### config.mk
export PLATFORM = sky130hd
export DESIGN_NAME = cmul_seq32_flat
export DESIGN_NICKNAME = d
export VERILOG_FILES = /design/src/rtl/cmul_seq32_if.sv /design/src/rtl/cmul_seq32.sv /design/src/flat_wrapper.sv
export SDC_FILE = /design/constraint.sdc
export NUM_CORES = 2
export LEC_CHECK = 0
export ABC_AREA = 1
export BUFFER_PORTS_ARGS = -buffer_cell sky130_fd_sc_hd__buf_2
export CAP_MARGIN = 0
export CORE_MARGIN = 2
export CORE_UTILIZATION = 55
export DETAILED_ROUTE_END_ITERATION = 8
export PLACE_DENSITY = 0.72
export SLEW_MARGIN = 20
export SYNTH_ARGS = -nofsm -noshare
export SYNTH_HDL_FRONTEND = slang
export SYNTH_SLANG_ARGS = --single-unit
### constraint.sdc
create_clock -name clk -period 28.3 [get_ports clk]
set_input_delay 2.83 -clock clk [delete_from_list [all_inputs] [get_ports clk]]
set_output_delay 2.83 -clock clk [all_outputs]
set_load 0.02 [all_outputs]
### src/rtl/cmul_seq32_if.sv
// Handshake and operand/result bundle for cmul_seq32.
interface cmul_seq32_if;
    logic               in_valid;
    logic               in_ready;
    logic signed [31:0] a_re;
    logic signed [31:0] a_im;
    logic signed [31:0] b_re;
    logic signed [31:0] b_im;
    logic               out_valid;
    logic               out_ready;
    logic signed [64:0] p_re;
    logic signed [64:0] p_im;
    logic               busy;

    modport slave (
        input  in_valid, a_re, a_im, b_re, b_im, out_ready,
        output in_ready, out_valid, p_re, p_im, busy
    );

    modport master (
        output in_valid, a_re, a_im, b_re, b_im, out_ready,
        input  in_ready, out_valid, p_re, p_im, busy
    );
endinterface

### src/rtl/cmul_seq32.sv
// Sequential signed complex multiplier sharing one vedic32 over four product steps.
// Optional macro CMUL_MREG_EN registers the vedic32 product and adds a DRAIN state.
module vedic32 (
    input  logic [31:0] a,
    input  logic [31:0] b,
    output logic [63:0] p
);
    logic [31:0] w_ll, w_lh, w_hl, w_hh;

    // Vertically-and-crosswise split into four 16x16 partial products
    assign w_ll = {16'b0, a[15:0]}  * {16'b0, b[15:0]};
    assign w_lh = {16'b0, a[15:0]}  * {16'b0, b[31:16]};
    assign w_hl = {16'b0, a[31:16]} * {16'b0, b[15:0]};
    assign w_hh = {16'b0, a[31:16]} * {16'b0, b[31:16]};
    assign p = {32'b0, w_ll} + {16'b0, w_lh, 16'b0} + {16'b0, w_hl, 16'b0} + {w_hh, 32'b0};
endmodule

module cmul_seq32 (
    input  logic          clk,
    input  logic          rst_n,
    cmul_seq32_if.slave   bus
);
`ifdef CMUL_MREG_EN
    typedef enum logic [2:0] {S_IDLE, S_M0, S_M1, S_M2, S_M3, S_DONE, S_DRAIN} state_t;
`else
    typedef enum logic [2:0] {S_IDLE, S_M0, S_M1, S_M2, S_M3, S_DONE} state_t;
`endif

    state_t r_state, w_next;

    logic signed [31:0] r_a_re, r_a_im, r_b_re, r_b_im;
    logic signed [64:0] r_acc_re, r_acc_im;
    logic signed [31:0] w_x, w_y;
    logic [63:0]        w_umul;
    logic signed [64:0] w_prod_s, w_acc_src;
    logic               w_accept, w_acc_en;
    logic [1:0]         w_acc_step;

    function automatic logic [31:0] mag(input logic signed [31:0] x);
        return x[31] ? (~x + 32'd1) : x;
    endfunction

    function automatic logic signed [64:0] apply_sign(input logic [63:0] m, input logic neg);
        logic signed [64:0] v;
        v = $signed({1'b0, m});
        return neg ? -v : v;
    endfunction

    assign w_accept = bus.in_valid && (r_state == S_IDLE);

    always_ff @(posedge clk or negedge rst_n) begin
        if (!rst_n) r_state <= S_IDLE;
        else        r_state <= w_next;
    end

    always_comb begin
        w_next = r_state;
        case (r_state)
            S_IDLE:  if (bus.in_valid) w_next = S_M0;
            S_M0:    w_next = S_M1;
            S_M1:    w_next = S_M2;
            S_M2:    w_next = S_M3;
`ifdef CMUL_MREG_EN
            S_M3:    w_next = S_DRAIN;
            S_DRAIN: w_next = S_DONE;
`else
            S_M3:    w_next = S_DONE;
`endif
            S_DONE:  if (bus.out_ready) w_next = S_IDLE;
            default: w_next = S_IDLE;
        endcase
    end

    always_comb begin
        bus.in_ready  = (r_state == S_IDLE);
        bus.out_valid = (r_state == S_DONE);
        bus.busy      = (r_state != S_IDLE);
        w_x = '0;
        w_y = '0;
        case (r_state)
            S_M0: begin w_x = r_a_re; w_y = r_b_re; end
            S_M1: begin w_x = r_a_im; w_y = r_b_im; end
            S_M2: begin w_x = r_a_re; w_y = r_b_im; end
            S_M3: begin w_x = r_a_im; w_y = r_b_re; end
            default: ;
        endcase
    end

    always_ff @(posedge clk) begin
        if (w_accept) begin
            r_a_re <= bus.a_re;
            r_a_im <= bus.a_im;
            r_b_re <= bus.b_re;
            r_b_im <= bus.b_im;
        end
    end

    vedic32 u_vedic (.a(mag(w_x)), .b(mag(w_y)), .p(w_umul));

    assign w_prod_s = apply_sign(w_umul, w_x[31] ^ w_y[31]);

`ifdef CMUL_MREG_EN
    logic signed [64:0] r_prod_p0;

    always_ff @(posedge clk or negedge rst_n) begin
        if (!rst_n) r_prod_p0 <= '0;
        else        r_prod_p0 <= w_prod_s;
    end

    // Accumulation trails the multiply by one step
    always_comb begin
        w_acc_src  = r_prod_p0;
        w_acc_en   = 1'b1;
        w_acc_step = 2'd0;
        case (r_state)
            S_M1:    w_acc_step = 2'd0;
            S_M2:    w_acc_step = 2'd1;
            S_M3:    w_acc_step = 2'd2;
            S_DRAIN: w_acc_step = 2'd3;
            default: w_acc_en = 1'b0;
        endcase
    end
`else
    always_comb begin
        w_acc_src  = w_prod_s;
        w_acc_en   = 1'b1;
        w_acc_step = 2'd0;
        case (r_state)
            S_M0:    w_acc_step = 2'd0;
            S_M1:    w_acc_step = 2'd1;
            S_M2:    w_acc_step = 2'd2;
            S_M3:    w_acc_step = 2'd3;
            default: w_acc_en = 1'b0;
        endcase
    end
`endif

    always_ff @(posedge clk or negedge rst_n) begin
        if (!rst_n) begin
            r_acc_re <= '0;
            r_acc_im <= '0;
        end else if (w_accept) begin
            r_acc_re <= '0;
            r_acc_im <= '0;
        end else if (w_acc_en) begin
            case (w_acc_step)
                2'd0: r_acc_re <= w_acc_src;
                2'd1: r_acc_re <= r_acc_re - w_acc_src;
                2'd2: r_acc_im <= w_acc_src;
                2'd3: r_acc_im <= r_acc_im + w_acc_src;
                default: ;
            endcase
        end
    end

    assign bus.p_re = r_acc_re;
    assign bus.p_im = r_acc_im;
endmodule

### src/flat_wrapper.sv
// flat-port wrapper written by rule: the top's interface ports become plain ports
module cmul_seq32_flat 
  (clk, rst_n, bus_in_valid, bus_a_re, bus_a_im, bus_b_re, bus_b_im, bus_out_ready, bus_in_ready, bus_out_valid, bus_p_re, bus_p_im, bus_busy);
  cmul_seq32_if bus_i ();
  input  logic clk;
  input  logic rst_n;
  input wire logic [$bits(bus_i.in_valid)-1:0] bus_in_valid;
  input wire logic [$bits(bus_i.a_re)-1:0] bus_a_re;
  input wire logic [$bits(bus_i.a_im)-1:0] bus_a_im;
  input wire logic [$bits(bus_i.b_re)-1:0] bus_b_re;
  input wire logic [$bits(bus_i.b_im)-1:0] bus_b_im;
  input wire logic [$bits(bus_i.out_ready)-1:0] bus_out_ready;
  output wire logic [$bits(bus_i.in_ready)-1:0] bus_in_ready;
  output wire logic [$bits(bus_i.out_valid)-1:0] bus_out_valid;
  output wire logic [$bits(bus_i.p_re)-1:0] bus_p_re;
  output wire logic [$bits(bus_i.p_im)-1:0] bus_p_im;
  output wire logic [$bits(bus_i.busy)-1:0] bus_busy;
  assign bus_i.in_valid = bus_in_valid;
  assign bus_i.a_re = bus_a_re;
  assign bus_i.a_im = bus_a_im;
  assign bus_i.b_re = bus_b_re;
  assign bus_i.b_im = bus_b_im;
  assign bus_i.out_ready = bus_out_ready;
  assign bus_in_ready = bus_i.in_ready;
  assign bus_out_valid = bus_i.out_valid;
  assign bus_p_re = bus_i.p_re;
  assign bus_p_im = bus_i.p_im;
  assign bus_busy = bus_i.busy;
  cmul_seq32 u_core (.clk(clk), .rst_n(rst_n), .bus(bus_i));
endmodule
==> run_results.csv <==
group,metric,value,unit
drt,drt_iter0_markers,6608,
clocking,clk_pin_slew_worst_paths,0.06,ns
clocking,h-tree-depth,1,
drt,drc,0,
layout,layout_commonest_cell,"nand2_1",
sta,fin_crit_sh,0.6592,
global_route,grt_max_degree,75,
synth,ys_async_sr_fraction,0.5096,
critical_path,slowest_stage,"clkinv_1",
global_route,grt_pass1_wl,352300,microns
critical_path,arrival,19.17,ns
global_route,grt-ovfl-total,0,
layout,final_util,0.5913,
drt,drtAntennaViolNets,0,
sta,setup_viol,0,
global_route,grt_pass1_vias,60510,
placement,place.gp.congestion,1.102,
global_route,grt_usage,0.3960,
synth,syn_area,62720,sq um
layout,post-route-cell-area,66700,sq um
critical_path,cp-start-kind,"flop",
drt,vias_per_cell,5.749,
drt,firstDrtPassIters,9,
synth,yosysUniqueCellTypes,60,
clocking,ctsHoldBuffers,0,
synth,ys.flop_type,"dfrtp_1",
floorplanning,rows,123,
synth,ys_seq_area_frac,0.1144,
critical_path,cp.required,28.81,ns
floorplanning,io_pins,265,
critical_path,slowest_delay,1.12,ns
sta,tns,0,ns
sta,fin_skew,0.03881,ns
clocking,root_buffer,"clkbuf_16",
drt,wire_per_inst,22.00,microns
critical_path,cp_max_fo,32,
clocking,cts_buffers,29,
layout,syn_to_final_growth,6.346,%
floorplanning,dieHeight,341.7,microns
drt,wl,229000,microns
placement,dp_hpwl,189200,microns
synth,ys_ff_latch,261,
clocking,clock-sinks,261,
synth,synth_edf_count,128,
floorplanning,die_w,341.7,microns
clocking,cts_buffer_depth,3,
layout,drive_above_1_share,0.05851,
critical_path,cpMostUsedCell,"nand2_1",
critical_path,worstSetupEndpointType,"flop",
clocking,post_cts_buffers,0,
clocking,clock_latency,0.63,ns
critical_path,path_class,"reg2reg",
synth,avgSynthCellArea,7.187,sq um
floorplanning,fp.dieArea,116700,sq um
clocking,cts-resized-gates,0,
layout,final_cell_mix,"nand2_1 (2,154), inv_1 (1,862), nor2_1 (939)",
sta,slew_violations,0,
floorplanning,start_util,0.5560,
sta,slew_headroom,0.2121,
placement,place_ws,10.23,ns
sta,max_slew.worst_pin.slew,1.181,ns
sta,fin_crit,18.65,ns
synth,mappedNetlistNets,10390,
layout,nets,10540,
floorplanning,core,112800,sq um
sta,max_freq,53.61,MHz
sta,fin_ws,9.646,ns
placement,dpl_cell_area,65680,sq um
layout,fill_cells,10820,
worst_hold_path,hold_class,"reg2reg",
synth,syn_inst,8727,
synth,yosys_warnings,0,
clocking,cts_tree,"yes",
placement,port_buffers,264,
sta,rsz0062_at_grt,"no",
status,status,"complete, no violations",
global_route,antenna_found_initial,11,
run,max_cap_viol_count,0,
sta,finalHoldViolations,0,
drt,vias,59830,
-- worst max-delay path, delay by kind of cell, from the launching register on --
kind,cells,cell delay [ns]
DFF,1,0.43
buffers and inverters,12,2.02
xor gates and xnor gates,2,0.57
AOI/OAI and AO/OA,9,3.26
and+or+nand+nor,38,6.09
adders and majority gates,15,6.15
-- cells by family after synthesis --
kind of cell / synth area share
AND/OR/NAND/NOR: 0.2326
buffers and inverters: 0.1312
adder cells (fa/ha/maj): 0.4031
AO/OA/AOI/OAI: 0.08724
flip-flops: 0.1144
XOR/XNOR: 0.03154
-- through the flow --
step / std cells / hold slack, ns
after CTS: 10400 / 0.5149
after floorplan: 8727 / 0.6095
final: 10410 / 0.5150
after global placement: 10350 / 0.4947
after global routing: 10400 / 0.5489
after detailed placement: 10350 / 0.4981
-- cell usage after synthesis, types with 16 or more instances --
master | n | area share
a21oi_1 | 380 | 0.030
a22oi_1 | 26 | 0.0031
a31oi_1 | 63 | 0.0063
a32o_1 | 34 | 0.0054
buf_2 | 79 | 0.0063
clkbuf_1 | 138 | 0.0083
dfrtp_1 | 133 | 0.053
edfxtp_1 | 128 | 0.061
fa_1 | 824 | 0.26
ha_1 | 702 | 0.14
inv_1 | 1865 | 0.11
inv_2 | 33 | 0.0020
nand2_1 | 2157 | 0.13
nand2_2 | 16 | 0.0016
nand3_1 | 291 | 0.023
nand4_1 | 85 | 0.0085
nor2_1 | 943 | 0.056
nor3_1 | 51 | 0.0041
nor4_1 | 16 | 0.0016
o211ai_1 | 30 | 0.0036
o21a_1 | 19 | 0.0023
o21ai_0 | 289 | 0.023
o21bai_1 | 20 | 0.0024
o22ai_1 | 23 | 0.0023
xnor2_1 | 82 | 0.011
xor2_1 | 137 | 0.019
-- worst paths after layout --
kind / slack, ns / start / end / depth (start not counted)
worst max-delay path: 9.65 / u_core.r_state[2] / u_core.bus.p_im[64] / 76
worst min-delay path: 0.52 / u_core.bus.p_re[51] / u_core.bus.p_re[51] / 2
worst max register to register: 9.65 / u_core.r_state[2] / u_core.bus.p_im[64] / 76
worst min register to register: 0.52 / u_core.bus.p_re[51] / u_core.bus.p_re[51] / 2
max in group asynchronous: 24.62 / rst_n / u_core.bus.p_im[7] / 2
min in group asynchronous: 2.23 / rst_n / u_core.bus.p_re[58] / 1
-- registers in the layout (all words and copies together) (netlist names) --
| name | cells |
|---|---|
| u_core.bus.p_im | 65 |
| u_core.bus.p_re | 65 |
| u_core.r_a_im | 32 |
| u_core.r_a_re | 32 |
| u_core.r_b_im | 32 |
| u_core.r_b_re | 32 |
| u_core.r_state | 3 |
-- area by class of cell --
class | instances | area (sq um) | share of cell area
Antenna cell | 2 | 5.005 | 0.00007504
Clock buffer | 35 | 768.2 | 0.01152
Clock inverter | 19 | 247.7 | 0.003714
Inverter | 1911 | 7178 | 0.1076
Multi-Input combinational cell | 6316 | 47390 | 0.7105
Sequential cell | 261 | 7172 | 0.1075
Tap cell | 1500 | 1877 | 0.02814
Timing Repair Buffer | 362 | 2063 | 0.03093
-- per-layer routing --
layer	vias to the layer above	routed length, microns	track usage	share of wire
met1	28760	89790	0.5242	0.39
met3	677	27190	0.09339	0.12
met2	3236	97670	0.6039	0.43
li1	27140	-	-	-
met4	10	14250	0.2060	0.062
met5	-	58	0	0.00025
Power is left out: the tool's default activity adds up to more than one toggle a clock period on the data nets, which glitch-free logic cannot reach.
